`src/rtl/wb_release_sequencer.sv`:
```
`default_nettype none
// ============================================================================
// Module      : wb_release_sequencer
// Description : Latches one writeback request (probe writeback or voluntary
//               release), reads the victim line beat-by-beat from the data
//               array and emits each beat on the C channel as ProbeAckData
//               or ReleaseData. Voluntary releases hold off new work until
//               the ReleaseAck arrives on the D channel.
// Revision    : 1.0 - initial release
// ============================================================================
module wb_release_sequencer #(
    parameter int TAG_W  = 20,
    parameter int IDX_W  = 6,
    parameter int WAYS   = 8,
    parameter int BEATS  = 4,
    parameter int BEAT_W = 64,
    parameter int OFF_W  = 5
) (
    input  logic                            clock,
    input  logic                            reset_n,
    // Writeback request from the arbiter
    input  logic                            req_valid,
    output logic                            req_ready,
    input  logic [TAG_W-1:0]                req_tag,
    input  logic [IDX_W-1:0]                req_idx,
    input  logic [2:0]                      req_param,
    input  logic [WAYS-1:0]                 req_way_en,
    input  logic                            req_voluntary,
    // Data-array read port
    output logic                            data_req_valid,
    input  logic                            data_req_ready,
    output logic [IDX_W+$clog2(BEATS)-1:0]  data_req_addr,
    output logic [WAYS-1:0]                 data_req_way_en,
    input  logic [BEAT_W-1:0]               data_resp_data,
    // C channel
    output logic                            rel_valid,
    input  logic                            rel_ready,
    output logic [2:0]                      rel_opcode,
    output logic [2:0]                      rel_param,
    output logic [TAG_W+IDX_W+OFF_W-1:0]    rel_addr,
    output logic [BEAT_W-1:0]               rel_data,
    output logic                            rel_last,
    // D channel ReleaseAck
    input  logic                            rel_ack_valid,
    // Status for set-conflict blocking
    output logic                            busy,
    output logic [IDX_W-1:0]                busy_idx
);

    localparam int BEAT_CNT_W = $clog2(BEATS);

    localparam logic [2:0] S_IDLE = 3'd0;
    localparam logic [2:0] S_READ = 3'd1;
    localparam logic [2:0] S_CAPT = 3'd2;
    localparam logic [2:0] S_SEND = 3'd3;
    localparam logic [2:0] S_ACK  = 3'd4;

    localparam logic [2:0] OP_PROBE_ACK_DATA = 3'd5;
    localparam logic [2:0] OP_RELEASE_DATA   = 3'd7;

    localparam logic [BEAT_CNT_W-1:0] LAST_BEAT = BEAT_CNT_W'(BEATS - 1);

    logic [2:0]            state_q;
    logic [2:0]            state_d;
    logic [BEAT_CNT_W-1:0] beat_q;
    logic [TAG_W-1:0]      tag_q;
    logic [IDX_W-1:0]      idx_q;
    logic [2:0]            param_q;
    logic [WAYS-1:0]       way_q;
    logic                  vol_q;
    logic [BEAT_W-1:0]     buf_q;

    logic req_fire;
    logic rd_fire;
    logic rel_fire;
    logic last_beat;

    assign req_fire  = req_valid && (state_q == S_IDLE);
    assign rd_fire   = (state_q == S_READ) && data_req_ready;
    assign rel_fire  = (state_q == S_SEND) && rel_ready;
    assign last_beat = (beat_q == LAST_BEAT);

    // State register
    always_ff @(posedge clock or negedge reset_n) begin
        if (!reset_n) begin
            state_q <= S_IDLE;
        end else begin
            state_q <= state_d;
        end
    end

    // Next-state logic: one read / capture / send round trip per beat
    always_comb begin
        state_d = state_q;
        case (state_q)
            S_IDLE: if (req_fire)      state_d = S_READ;
            S_READ: if (rd_fire)       state_d = S_CAPT;
            S_CAPT:                    state_d = S_SEND;
            S_SEND: if (rel_fire) begin
                if (!last_beat)        state_d = S_READ;
                else if (vol_q)        state_d = S_ACK;
                else                   state_d = S_IDLE;
            end
            S_ACK:  if (rel_ack_valid) state_d = S_IDLE;
            default:                   state_d = S_IDLE;
        endcase
    end

    // Request latch, beat counter and read-data buffer
    always_ff @(posedge clock or negedge reset_n) begin
        if (!reset_n) begin
            beat_q  <= '0;
            tag_q   <= '0;
            idx_q   <= '0;
            param_q <= '0;
            way_q   <= '0;
            vol_q   <= 1'b0;
            buf_q   <= '0;
        end else begin
            if (req_fire) begin
                tag_q   <= req_tag;
                idx_q   <= req_idx;
                param_q <= req_param;
                way_q   <= req_way_en;
                vol_q   <= req_voluntary;
            end
            // Read data is only valid the cycle after the read fired
            if (state_q == S_CAPT) begin
                buf_q <= data_resp_data;
            end
            if (rel_fire) begin
                beat_q <= last_beat ? '0 : beat_q + BEAT_CNT_W'(1);
            end
        end
    end

    // State-decoded outputs; beat fields are zero outside their valid window
    always_comb begin
        req_ready       = (state_q == S_IDLE);
        busy            = (state_q != S_IDLE);
        data_req_valid  = (state_q == S_READ);
        data_req_way_en = (state_q == S_READ) ? way_q : '0;
        rel_valid       = (state_q == S_SEND);
        rel_opcode      = 3'd0;
        rel_last        = 1'b0;
        if (state_q == S_SEND) begin
            rel_opcode = vol_q ? OP_RELEASE_DATA : OP_PROBE_ACK_DATA;
            rel_last   = last_beat;
        end
    end

    // Fields held in registers, hence stable across C-channel stalls
    assign data_req_addr = {idx_q, beat_q};
    assign rel_param     = param_q;
    assign rel_addr      = {tag_q, idx_q, {OFF_W{1'b0}}};
    assign rel_data      = buf_q;
    assign busy_idx      = idx_q;

endmodule
`default_nettype wire

```
`config.mk`:
```
export PLATFORM = sky130hd
export DESIGN_NAME = wb_release_sequencer
export DESIGN_NICKNAME = d
export VERILOG_FILES = /design/src/rtl/wb_release_sequencer.sv
export SDC_FILE = /design/constraint.sdc
export NUM_CORES = 1
export LEC_CHECK = 0
export CAP_MARGIN = 20
export CORE_ASPECT_RATIO = 0.9
export CORE_MARGIN = 2
export CORE_UTILIZATION = 35
export CTS_BUF_LIST = sky130_fd_sc_hd__clkbuf_4 sky130_fd_sc_hd__clkbuf_8 sky130_fd_sc_hd__clkbuf_16
export DETAILED_ROUTE_END_ITERATION = 10
export GPL_TIMING_DRIVEN = 0
export PLACE_DENSITY_LB_ADDON = 0.05
export SYNTH_ARGS = -nofsm -noshare
export SYNTH_HDL_FRONTEND = slang
export SYNTH_SLANG_ARGS = --single-unit
```
`constraint.sdc`:
```
create_clock -name clock -period 1.6 [get_ports clock]
set_input_delay 0.48 -clock clock [delete_from_list [all_inputs] [get_ports clock]]
set_output_delay 0.48 -clock clock [all_outputs]
set_load 0.005 [all_outputs]
```
# Yosys cells after proc, flatten, opt, wreduce, memory -nomap -nowiden
# Index checks and enable logic that the tools add are counted.
# word_totals
ff_bits,107
in_bits,108
out_inout_bits,128
word_cells,36
# op_classes
n_addsub,1
n_eq_ne,9
muxes,12
reduce_logical,6
# ops
operator,n
two-way mux 3 bit,7
case mux 3 bit (5 select lines),1
two-way mux 8 bit,1
"== test 3 x 2 -> 1 bit, second input constant",2
"!= test 2 x 1 -> 1 bit, second input constant",3
two-way mux 2 bit,2
AND reduction 4 bit,1
"== test 3 x 1 -> 1 bit, second input constant",1
"== test 3 bit, second input constant",1
logical AND 1 bit,3
logical NOT 3 bit,1
nonzero test 3 bit,1
"adder 2 x 1 -> 2 bit, second input constant",1
"== test 2 bit, second input constant",1
"!= test 2 bit, second input constant",1
two-way mux 1 bit,1

# Logic depth before layout (Yosys ltp)
# Gate-level depths: netlist of the first run.
# depth
ltp_word,4
ltp_mapped,7
ltp_nobuf,4

# Worst setup path before layout of the first run
# Ideal clock, no wire load.
# synth_timing
path_kind,register to register
startpoint,reg state_q[0]
endpoint,reg idx_q[5] (netlist: busy_idx[5])
arrival_time_ns,1.617
required_time_ns,1.475
slack_ns,-0.142
stages_incl_launch_ff,8
n_path_buf,3
path_cell_list,dfrtp_1 > buf_6 > or3_4 > inv_2 > and2_4 > buf_12 > buf_12 > mux2_4
# synth_via
elab_chain_len,2
# synth_rtl
item,line,rtl
start: declaration,63,logic [2:0] state_q;
start signal: assignment,88,state_q <= state_d;
logical NOT 3 bit,n/a,
via req_ready,23,"output logic req_ready,"
logical AND 1 bit,78,assign req_fire = req_valid && (state_q == S_IDLE);
end signal: assignment,122,idx_q <= req_idx;
end: declaration,67,logic [IDX_W-1:0] idx_q;
# The timed path passes the listed nets, and every way through them passes these cells.
# A chain may end at the register's enable or synchronous reset.

# Worst setup path after layout of the first run
# layout_timing
startpoint,reg state_q[2]
endpoint,out req_ready
# layout_via
elab_chain_len,1
# layout_rtl
item,line,rtl
logical NOT 3 bit,139,req_ready = (state_q == S_IDLE);
end: declaration,23,
# No other way between the ends.

==> impl_metrics.json, run 1 <==
{
  "die_area_um2": 13500,
  "cts_buffers": 9,
  "yosys.cell_types.count": 24,
  "antenna_cells": 0,
  "antenna_violating_nets_post_route": 0,
  "yosys-top-cells-area": "sky130_fd_sc_hd__dfrtp_1 (61%), sky130_fd_sc_hd__mux2_2 (20%), sky130_fd_sc_hd__mux2_4 (6.8%)",
  "place_congestion": 0.706,
  "top_signal_layer_used": "met4",
  "post-place-ws_ns": -0.500,
  "synthDominantCellAreaShare": 0.606,
  "layout.cells.most_common_list": "sky130_fd_sc_hd__clkdlybuf4s50_1 (106), sky130_fd_sc_hd__dfrtp_1 (105), sky130_fd_sc_hd__mux2_4 (102)",
  "outcome": "finished with violations",
  "clk_root_buffer_cell": "sky130_fd_sc_hd__clkbuf_16",
  "clk_path_buf_depth": 2,
  "hold_slack_ns": 0.142,
  "sequentialPowerShare": 0.319,
  "syn_to_final_growth_pct": 83.8,
  "crit_path_max_fanout": 3,
  "maxClockFrequency_mhz": 527,
  "clock_sinks": 107,
  "post-synth-top-area-cell": "sky130_fd_sc_hd__dfrtp_1",
  "met2WireLength_um": 6090,
  "remaining_routing_drc_violations": 0,
  "synthesis.yosys.warnings": 0,
  "clockPowerShare": 0.141,
  "netlist_instances": 273,
  "worst_slew_pin_slew_ns": 0.638,
  "unrepaired_setup_endpoints_after_global_routing": "true",
  "crit_type": "register to output port",
  "endpoint_kind": "output port",
  "power.internal_uw": 11000,
  "io_buffers": 230,
  "global_route.usage.total": 0.190,
  "ir_drop_uv": 1120,
  "drive_gt1_frac": 0.419,
  "timing.clock.skew_ns": 0.00434,
  "final-max-slew-violation-count": 0,
  "timing.critical_path.from_type": "register",
  "min_period_ns": 1.90,
  "grt_first_pass_wirelength_um": 19500,
  "clock_tree_from_tritoncts": "yes",
  "crit_required_ns": 1.12,
  "postLayoutSetupSlackWorst_ns": -0.297,
  "route.vias.total": 3297,
  "core_um2": 12200,
  "initial_core_util": 0.363,
  "core.rowCount": 38,
  "critical_path_arrival_ns": 1.42,
  "layout_commonest_cell": "sky130_fd_sc_hd__clkdlybuf4s50_1",
  "dpl.hpwl_um": 8190,
  "route.detailed.vias_per_inst": 4.55,
  "slew_headroom": 0.575,
  "finish.net_count": 669,
  "drt_iter0_drc": 140,
  "cellLeakagePower_uw": 0.00385,
  "amount_of_wire_on_met3_after_detailed_routing_um": 1500,
  "min_period_over_period": 1.19,
  "routed_wire_length_per_instance_um": 17.7,
  "final-hold-violation-count": 0,
  "holdCritPathClass": "input port to async pin",
  "power_frac_comb": 0.540,
  "die_h_um": 111,
  "synth.ff_latch_count": 107,
  "floorplan.io_pins": 236,
  "ctsHtreeMaxLevel": 3,
  "netlist_area_um2": 4420,
  "drtPass1Iterations": 3,
  "report.final.setup_viol": 112,
  "grt_max_degree": 62,
  "wirelength_met1_um": 4930,
  "postCtsHoldBufs": 0,
  "die_width_um": 122,
  "p_switching_uw": 4260,
  "routed_wirelength_um": 12800,
  "antenna_found_initial": 0,
  "power_switching_share": 0.280,
  "violations": "negative setup slack",
  "postSynthAreaPerCell_um2": 16.2,
  "clock_latency_ns": 0.35,
  "globalRoute.totalOverflow": 0,
  "synth.yosys.seq_area_share": 0.606,
  "worst_setup_hold_path_clk_slew_ns": 0.07,
  "first_global_vias": 3608,
  "power.density_nw_per_um2": 1880,
  "cap_violations": 0
}
[critical path, stage by stage (launching register included)]
cell	delay, ns
sky130_fd_sc_hd__dfrtp_2	0.44
sky130_fd_sc_hd__buf_6	0.13
sky130_fd_sc_hd__or3_4	0.33
sky130_fd_sc_hd__inv_2	0.07
sky130_fd_sc_hd__buf_6	0.09
[metal layers]
layer	track usage	vias to the layer above
met5	0	-
met4	0.0690	0
met3	0.0997	21
met2	0.304	151
met1	0.213	1630
li1	-	1495
[power groups by stage]
stage                     sequential (uW)  combinational, uW  clock (uW)
after floorplan                      4920               2710           0
after global placement               4820               6720           0
after detailed placement             4890               6790           0
after CTS                            4800               7500        2220
after global routing                 5050               8780        2320
final                                4860               8230        2140
[Yosys cell counts]
cell	instances
sky130_fd_sc_hd__nor2_1	1
sky130_fd_sc_hd__mux2_4	20
sky130_fd_sc_hd__ha_1	1
sky130_fd_sc_hd__buf_4	21
sky130_fd_sc_hd__mux2_1	5
sky130_fd_sc_hd__mux2_2	79
sky130_fd_sc_hd__a41o_1	1
sky130_fd_sc_hd__dfrtp_1	107
sky130_fd_sc_hd__a21oi_1	2
sky130_fd_sc_hd__buf_6	6
sky130_fd_sc_hd__and2_4	1
sky130_fd_sc_hd__nand2_1	5
sky130_fd_sc_hd__inv_2	1
sky130_fd_sc_hd__and3b_1	1
sky130_fd_sc_hd__nand3_1	1
sky130_fd_sc_hd__nor3b_1	1
sky130_fd_sc_hd__and2_1	10
sky130_fd_sc_hd__or3_4	1
sky130_fd_sc_hd__buf_12	3
sky130_fd_sc_hd__conb_1	1
sky130_fd_sc_hd__nor3_4	1
sky130_fd_sc_hd__o21ai_0	2
sky130_fd_sc_hd__inv_1	1
sky130_fd_sc_hd__or4b_2	1
[state kept, by name, summed over array words and instances (netlist names)]
| name | cells |
|---|---|
| way_q | 8 |
| beat_q | 2 |
| state_q | 3 |
| tag_q | 20 |
| vol_q | 1 |
| busy_idx | 6 |
| rel_param | 3 |
| rel_data | 64 |
[layout make-up]
| type | count | area [um^2] |
|---|---|---|
| Multi-Input combinational cell | 138 | 1800 |
| Sequential cell | 107 | 2680 |
| Buffer | 23 | 263 |
| Fill cell | 935 | 4060 |
| Clock buffer | 12 | 260 |
| Clock inverter | 4 | 25.0 |
| Tap cell | 160 | 200 |
| Inverter | 2 | 7.51 |
| Timing Repair Buffer | 279 | 2880 |
[cells by family after synthesis]
group           after synthesis  share of synthesized area
flops                       107                      0.606
mux                         104                      0.282
buf+inv                      32                     0.0663
simple gates                 23                     0.0346
compound gates                5                    0.00680
fa+ha+maj                     1                    0.00283
other cells                   1                   0.000849
[repair_timing]
item / in CTS / in global routing
setup endpoints to repair: 225 / 130
endpoints found under the hold margin: 0 / 0
gates cloned: 9 / 1
gates resized for setup: 294 / 90
setup buffers: 31 / 13
pin swaps: 11 / 5
[per-stage QoR]
stage | utilization | area (um^2) | total power [uW] | TNS (ns) | std cells
after detailed placement | 0.572 | 6970 | 11700 | -30.43 | 668
after floorplan | - | 4440 | 7640 | -3.76 | 277
after global placement | 0.570 | 6940 | 11500 | -474.56 | 667
after global routing | 0.667 | 8120 | 16100 | -26.36 | 725
after CTS | 0.647 | 7880 | 14500 | -22.84 | 722
final | 0.667 | 8120 | 15200 | -20.19 | 725
[worst paths after layout]
kind | start | cells past startpoint | endpoint | slack [ns]
min in group clock | rel_data[2]$_DFFE_PN0P_ | 1 | rel_data[2]$_DFFE_PN0P_ | 0.50
max in group asynchronous | reset_n | 2 | state_q[2]$_DFFE_PN0P_ | 0.70
worst max register to register | state_q[0]$_DFFE_PN0P_ | 7 | rel_data[25]$_DFFE_PN0P_ | -0.24
worst min register to register | rel_data[2]$_DFFE_PN0P_ | 1 | rel_data[2]$_DFFE_PN0P_ | 0.50
worst max-delay path | state_q[2]$_DFFE_PN0P_ | 4 | req_ready | -0.30
worst min-delay path | reset_n | 1 | busy_idx[0]$_DFFE_PN0P_ | 0.14
(Power assumes the default switching activity.)
==> inputs of run 2 (changes only) <==
--- a/config.mk
+++ b/config.mk
@@ -8,11 +8,13 @@
 export CAP_MARGIN = 20
 export CORE_ASPECT_RATIO = 0.9
 export CORE_MARGIN = 2
-export CORE_UTILIZATION = 35
-export CTS_BUF_LIST = sky130_fd_sc_hd__clkbuf_4 sky130_fd_sc_hd__clkbuf_8 sky130_fd_sc_hd__clkbuf_16
+export CORE_UTILIZATION = 37
+export CTS_BUF_LIST = sky130_fd_sc_hd__clkbuf_4 sky130_fd_sc_hd__clkbuf_8
 export DETAILED_ROUTE_END_ITERATION = 10
+export GPL_ROUTABILITY_DRIVEN = 0
 export GPL_TIMING_DRIVEN = 0
 export PLACE_DENSITY_LB_ADDON = 0.05
+export SLEW_MARGIN = 20
 export SYNTH_ARGS = -nofsm -noshare
 export SYNTH_HDL_FRONTEND = slang
 export SYNTH_SLANG_ARGS = --single-unit
==> run 2 against run 1 <==
Effect of this change: the run still ends with negative setup slack left; sequential power hardly changed; critical path depth rose by 1; non-clock buffer count up 6; cell count rose by 0.14%; highest routed layer unchanged; largest power group unchanged; clock power fell by 21%; largest cell class unchanged; register-to-register slack worse by 0.08 ns.
==> impl_metrics.json, run 2 (synthesized netlist as in run 1, its figures left out) <==
{
  "endpoint_kind": "output port",
  "clock_tree_from_tritoncts": "yes",
  "timing.clock.skew_ns": 0.00769,
  "dpl.hpwl_um": 8060,
  "syn_to_final_growth_pct": 81.1,
  "initial_core_util": 0.383,
  "clockPowerShare": 0.117,
  "timing.critical_path.from_type": "register",
  "routed_wirelength_um": 12200,
  "clock_latency_ns": 0.36,
  "grt_max_degree": 59,
  "sequentialPowerShare": 0.332,
  "clock_sinks": 107,
  "min_period_ns": 1.95,
  "outcome": "finished with violations",
  "finish.net_count": 675,
  "ctsHtreeMaxLevel": 3,
  "route.detailed.vias_per_inst": 4.54,
  "fin_area_um2": 8000,
  "postLayoutSetupSlackWorst_ns": -0.354,
  "floorplan.io_pins": 236,
  "report.final.setup_viol": 118,
  "core.rowCount": 37,
  "placed_cell_area_um2": 6970,
  "crit_type": "register to output port",
  "antenna_violating_nets_post_route": 0,
  "worst-r2r-setup-slack_ns": -0.32,
  "slew_headroom": 0.633,
  "clk_root_buffer_cell": "sky130_fd_sc_hd__clkbuf_8",
  "globalRoute.totalOverflow": 0,
  "report.power.total_uw": 14500,
  "cts_buffers": 9,
  "power.density_nw_per_um2": 1820,
  "route.vias.total": 3293,
  "min_period_over_period": 1.22,
  "antenna_cells": 0,
  "power_switching_share": 0.279,
  "cap_violations": 0,
  "maxClockFrequency_mhz": 512,
  "worst_setup_hold_path_clk_slew_ns": 0.09,
  "worst_slew_pin_slew_ns": 0.550,
  "die_h_um": 108,
  "drtPass1Iterations": 4,
  "routed_wire_length_per_instance_um": 16.8,
  "core_um2": 11500,
  "die_area_um2": 12800,
  "final-hold-violation-count": 0,
  "violations": "negative setup slack",
  "ir_drop_uv": 1020,
  "worstReg2RegStart": "state_q[2]$_DFFE_PN0P_",
  "crit_required_ns": 1.12,
  "unrepaired_setup_endpoints_after_global_routing": "true",
  "p_switching_uw": 4050,
  "power.internal_uw": 10500,
  "final-max-slew-violation-count": 0,
  "global_route.usage.total": 0.191,
  "layout_commonest_cell": "sky130_fd_sc_hd__clkdlybuf4s50_1",
  "worstReg2RegEnd": "rel_data[35]$_DFFE_PN0P_",
  "clk_path_buf_depth": 2,
  "hold_slack_ns": 0.0701,
  "die_width_um": 119,
  "remaining_routing_drc_violations": 0,
  "drive_gt1_frac": 0.425,
  "critical_path_arrival_ns": 1.47,
  "grt_first_pass_wirelength_um": 19000,
  "postCtsHoldBufs": 0,
  "holdCritPathClass": "input port to async pin",
  "drt_iter0_drc": 129,
  "rr_worst_depth": 9,
  "layout.cells.most_common_list": "sky130_fd_sc_hd__clkdlybuf4s50_1 (106), sky130_fd_sc_hd__dfrtp_1 (104), sky130_fd_sc_hd__dlygate4sd2_1 (94)",
  "cellLeakagePower_uw": 0.00378,
  "io_buffers": 230,
  "crit_path_max_fanout": 5,
  "antenna_found_initial": 0,
  "first_global_vias": 3602,
  "largest_register_ffs": 64,
  "power_frac_comb": 0.551
}
-- run 2: changes by cell type in the layout (fill, tap and decap cells not counted), moves of 3 or more --
| cell | change |
|---|---|
| sky130_fd_sc_hd__clkbuf_16 | -8 |
| sky130_fd_sc_hd__buf_4 | +7 |
| sky130_fd_sc_hd__buf_6 | -3 |
| sky130_fd_sc_hd__clkbuf_8 | +9 |
| sky130_fd_sc_hd__mux2_4 | -22 |
| sky130_fd_sc_hd__buf_12 | -4 |
| sky130_fd_sc_hd__buf_16 | +3 |
| sky130_fd_sc_hd__mux2_2 | +22 |
-- run 2: layout make-up --
cell class,count,area (um^2)
fill,850,3530
timing repair buffer,284,2930
sequential,107,2680
multi-input combinational,138,1710
buffer,24,272
tap,156,195
clock buffer,13,166
clock inverter,2,35.0
inverter,2,7.51
-- run 2: worst max path at each step --
stage	startpoint	endpoint
floorplan	state_q[0]$_DFFE_PN0P_	busy_idx[5]$_DFFE_PN0P_
global placement	reset_n	rel_data[57]$_DFFE_PN0P_
detailed placement	state_q[2]$_DFFE_PN0P_	data_req_way_en[6]
CTS	state_q[0]$_DFFE_PN0P_	data_req_way_en[0]
global route	state_q[2]$_DFFE_PN0P_	data_req_way_en[6]
finish	state_q[2]$_DFFE_PN0P_	data_req_way_en[6]
-- run 2: metal layers --
metal / part of all wire / global-route usage / routed length [um] / up-vias
li1: - / - / - / 1508
met1: 0.39 / 0.222 / 4720 / 1647
met2: 0.51 / 0.329 / 6280 / 127
met3: 0.088 / 0.0779 / 1080 / 11
met4: 0.0095 / 0.0485 / 116 / 0
met5: 0 / 0 / 0 / -
-- run 2: per-stage QoR --
stage                     cells  utilization  setup TNS, ns  worst slack (ns)
after CTS                   729        0.688         -29.66            -0.401
final                       726        0.694         -31.87            -0.354
after detailed placement    664        0.604         -30.59            -0.508
after floorplan             277            -          -3.76            -0.137
after global routing        726        0.694         -38.75            -0.447
after global placement      663        0.602        -466.67             -4.11
-- run 2: critical path, stage by stage, from the launching register on --
cell,delay [ns]
sky130_fd_sc_hd__dfrtp_2,0.45
sky130_fd_sc_hd__nor3b_4,0.22
sky130_fd_sc_hd__buf_6,0.13
sky130_fd_sc_hd__buf_6,0.09
sky130_fd_sc_hd__and2_4,0.13
sky130_fd_sc_hd__buf_6,0.09
-- run 2: power groups by stage --
stage	Clock [uW]	Combinational [uW]	Sequential, uW
floorplan	0	2710	4920
global placement	0	6670	4800
detailed placement	0	6800	4890
CTS	1760	7860	4790
global route	1880	8540	5020
finish	1690	8020	4830
-- run 2: repair_timing --
item | in CTS | in global routing
buffers inserted | 40 | 6
setup endpoints to repair | 225 | 131
resized for setup | 301 | 45
pin swaps | 12 | 3
cloned | 11 | 1
==> inputs of run 3 (changes only) <==
--- a/config.mk
+++ b/config.mk
@@ -8,9 +8,10 @@
 export CAP_MARGIN = 20
 export CORE_ASPECT_RATIO = 0.9
 export CORE_MARGIN = 2
-export CORE_UTILIZATION = 37
+export CORE_UTILIZATION = 47
 export CTS_BUF_LIST = sky130_fd_sc_hd__clkbuf_4 sky130_fd_sc_hd__clkbuf_8
 export DETAILED_ROUTE_END_ITERATION = 10
+export DONT_BUFFER_PORTS = 1
 export GPL_ROUTABILITY_DRIVEN = 0
 export GPL_TIMING_DRIVEN = 0
 export PLACE_DENSITY_LB_ADDON = 0.05
==> run 3 against run 2 <==
Effect of this change: the run ends with negative hold slack, negative setup slack left; clock power hardly changed; first-iteration DRC count is 40% lower; sequential share of layout area is 19 points higher; cell count is 41% lower; clock skew is 0.0027 ns higher; count of clock-buffer cells in the layout is 4 lower; sequential power is 8.7% higher; global-route usage is 3.0 points lower; largest cell class is now registers; highest routed layer unchanged.
==> impl_metrics.json, run 3 (synthesized netlist as in run 1, its figures left out) <==
{
  "endpoint_kind": "register",
  "cap_violations": 0,
  "ir_drop_uv": 906,
  "floorplan.io_pins": 236,
  "clk_root_buffer_cell": "sky130_fd_sc_hd__clkbuf_8",
  "die_width_um": 106,
  "min_period_ns": 1.90,
  "antenna_violating_nets_post_route": 0,
  "met2WireLength_um": 4290,
  "drt_iter0_drc": 77,
  "grt_max_degree": 108,
  "power.density_nw_per_um2": 2050,
  "timing.clock.skew_ns": 0.0103,
  "holdCritPathClass": "input port to async pin",
  "die_h_um": 96.0,
  "critical_path_arrival_ns": 2.16,
  "clock_tree_from_tritoncts": "yes",
  "setup_tns_ns": -15.81,
  "dpl.hpwl_um": 5950,
  "outcome": "finished with violations",
  "core_um2": 9130,
  "timing.critical_path.from_type": "register",
  "crit_type": "register to register",
  "cts_buffers": 9,
  "worstPathCellList": "or3_4, inv_4, and2_4, buf_12, clkbuf_16, mux2_4",
  "hold_slack_ns": -0.206,
  "largest_register_ffs": 64,
  "routed_wirelength_um": 8700,
  "core.rowCount": 33,
  "crit_path_max_fanout": 8,
  "remaining_routing_drc_violations": 0,
  "fin_area_um2": 5120,
  "finish.net_count": 412,
  "routed_wire_length_per_instance_um": 20.2,
  "grt_first_pass_wirelength_um": 12400,
  "route.vias.total": 2248,
  "placed_cell_area_um2": 4590,
  "route.detailed.vias_per_inst": 5.23,
  "globalRoute.totalOverflow": 0,
  "io_buffers": 0,
  "slowest_stage": "sky130_fd_sc_hd__dfrtp_2",
  "critPathMaxStageDelay_ns": 0.49,
  "top_signal_layer_used": "met4",
  "final-hold-violation-count": 107,
  "drive_gt1_frac": 0.558,
  "unrepaired_setup_endpoints_after_global_routing": "true",
  "violations": "negative hold slack, negative setup slack",
  "crit_required_ns": 1.85,
  "ctsHtreeMaxLevel": 3,
  "clock_sinks": 107,
  "initial_core_util": 0.484,
  "first_global_vias": 2281,
  "layout.cells.most_common_list": "sky130_fd_sc_hd__dfrtp_1 (105), sky130_fd_sc_hd__mux2_2 (61), sky130_fd_sc_hd__mux2_4 (38)",
  "die_area_um2": 10200,
  "antenna_cells": 0,
  "cellLeakagePower_uw": 0.00229,
  "worst_setup_hold_path_clk_slew_ns": 0.11,
  "clock_latency_ns": 0.37,
  "critPathLaunch": "state_q[1]$_DFFE_PN0P_",
  "clk_path_buf_depth": 2,
  "wirelength_met1_um": 3380,
  "drtPass1Iterations": 3,
  "global_route.usage.total": 0.161,
  "layout_commonest_cell": "sky130_fd_sc_hd__dfrtp_1",
  "min_period_over_period": 1.19,
  "antenna_found_initial": 0,
  "maxClockFrequency_mhz": 525,
  "amount_of_wire_on_met3_after_detailed_routing_um": 927,
  "final-max-slew-violation-count": 0,
  "worstReg2RegStart": "state_q[1]$_DFFE_PN0P_",
  "report.final.setup_viol": 116,
  "postLayoutSetupSlackWorst_ns": -0.305,
  "syn_to_final_growth_pct": 16.0
}
## run 3: final cells by class
| type | instances | area [um^2] |
|---|---|---|
| plain buffers | 30 | 309 |
| clock buffers | 9 | 124 |
| clock inverters | 7 | 81.3 |
| fillers | 727 | 4000 |
| inverters | 2 | 10.0 |
| multi-input cells | 139 | 1560 |
| flip-flops and latches | 107 | 2680 |
| well taps | 122 | 153 |
| repair buffers | 14 | 205 |
## run 3: per-layer routing
metal	vias to the layer above	track usage
met5	-	0
met3	10	0.0819
met4	0	0.0504
met2	132	0.257
met1	1127	0.191
li1	979	-
## run 3: what timing repair did
action                                  4_1_cts  5_1_grt
cloned                                        1        5
setup buffers                                 3        6
hold endpoints to repair                    107      107
gates resized for setup                      18       15
endpoints found under the setup margin      118      114
pin swaps                                     3        3
## run 3: where the power goes
group          leakage (uW)  internal [uW]  switching, uW  total (uW)
combinational      0.000914           2440           1100        3540
clock              0.000107            755            954        1710
sequential          0.00127           4090           1150        5250
total               0.00229           7290           3200       10500
## run 3: path summary, 6_finish.rpt
kind	end	slack [ns]	depth (start not counted)
max in group asynchronous	state_q[2]$_DFFE_PN0P_	1.64	0
min in group clock	tag_q[6]$_DFFE_PN0P_	0.25	1
min reg2reg	way_q[6]$_DFFE_PN0P_	0.52	1
max reg2reg	way_q[0]$_DFFE_PN0P_	-0.30	6
max	way_q[0]$_DFFE_PN0P_	-0.30	6
min	tag_q[14]$_DFFE_PN0P_	-0.21	0
## run 3: critical path, delay by kind of cell, from the launching register on
family | cells | cell delay, ns
simple gates | 2 | 0.63
mux | 1 | 0.29
flops | 1 | 0.49
buf+inv | 3 | 0.38
## run 3: metrics by stage
stage,power [uW],setup slack [ns],utilization,std cells
floorplan,7640,-0.137,-,277
global placement,8250,-0.254,0.503,399
detailed placement,8340,-0.258,0.503,399
CTS,10300,-0.310,0.537,419
global route,11200,-0.372,0.561,430
finish,10500,-0.305,0.561,430
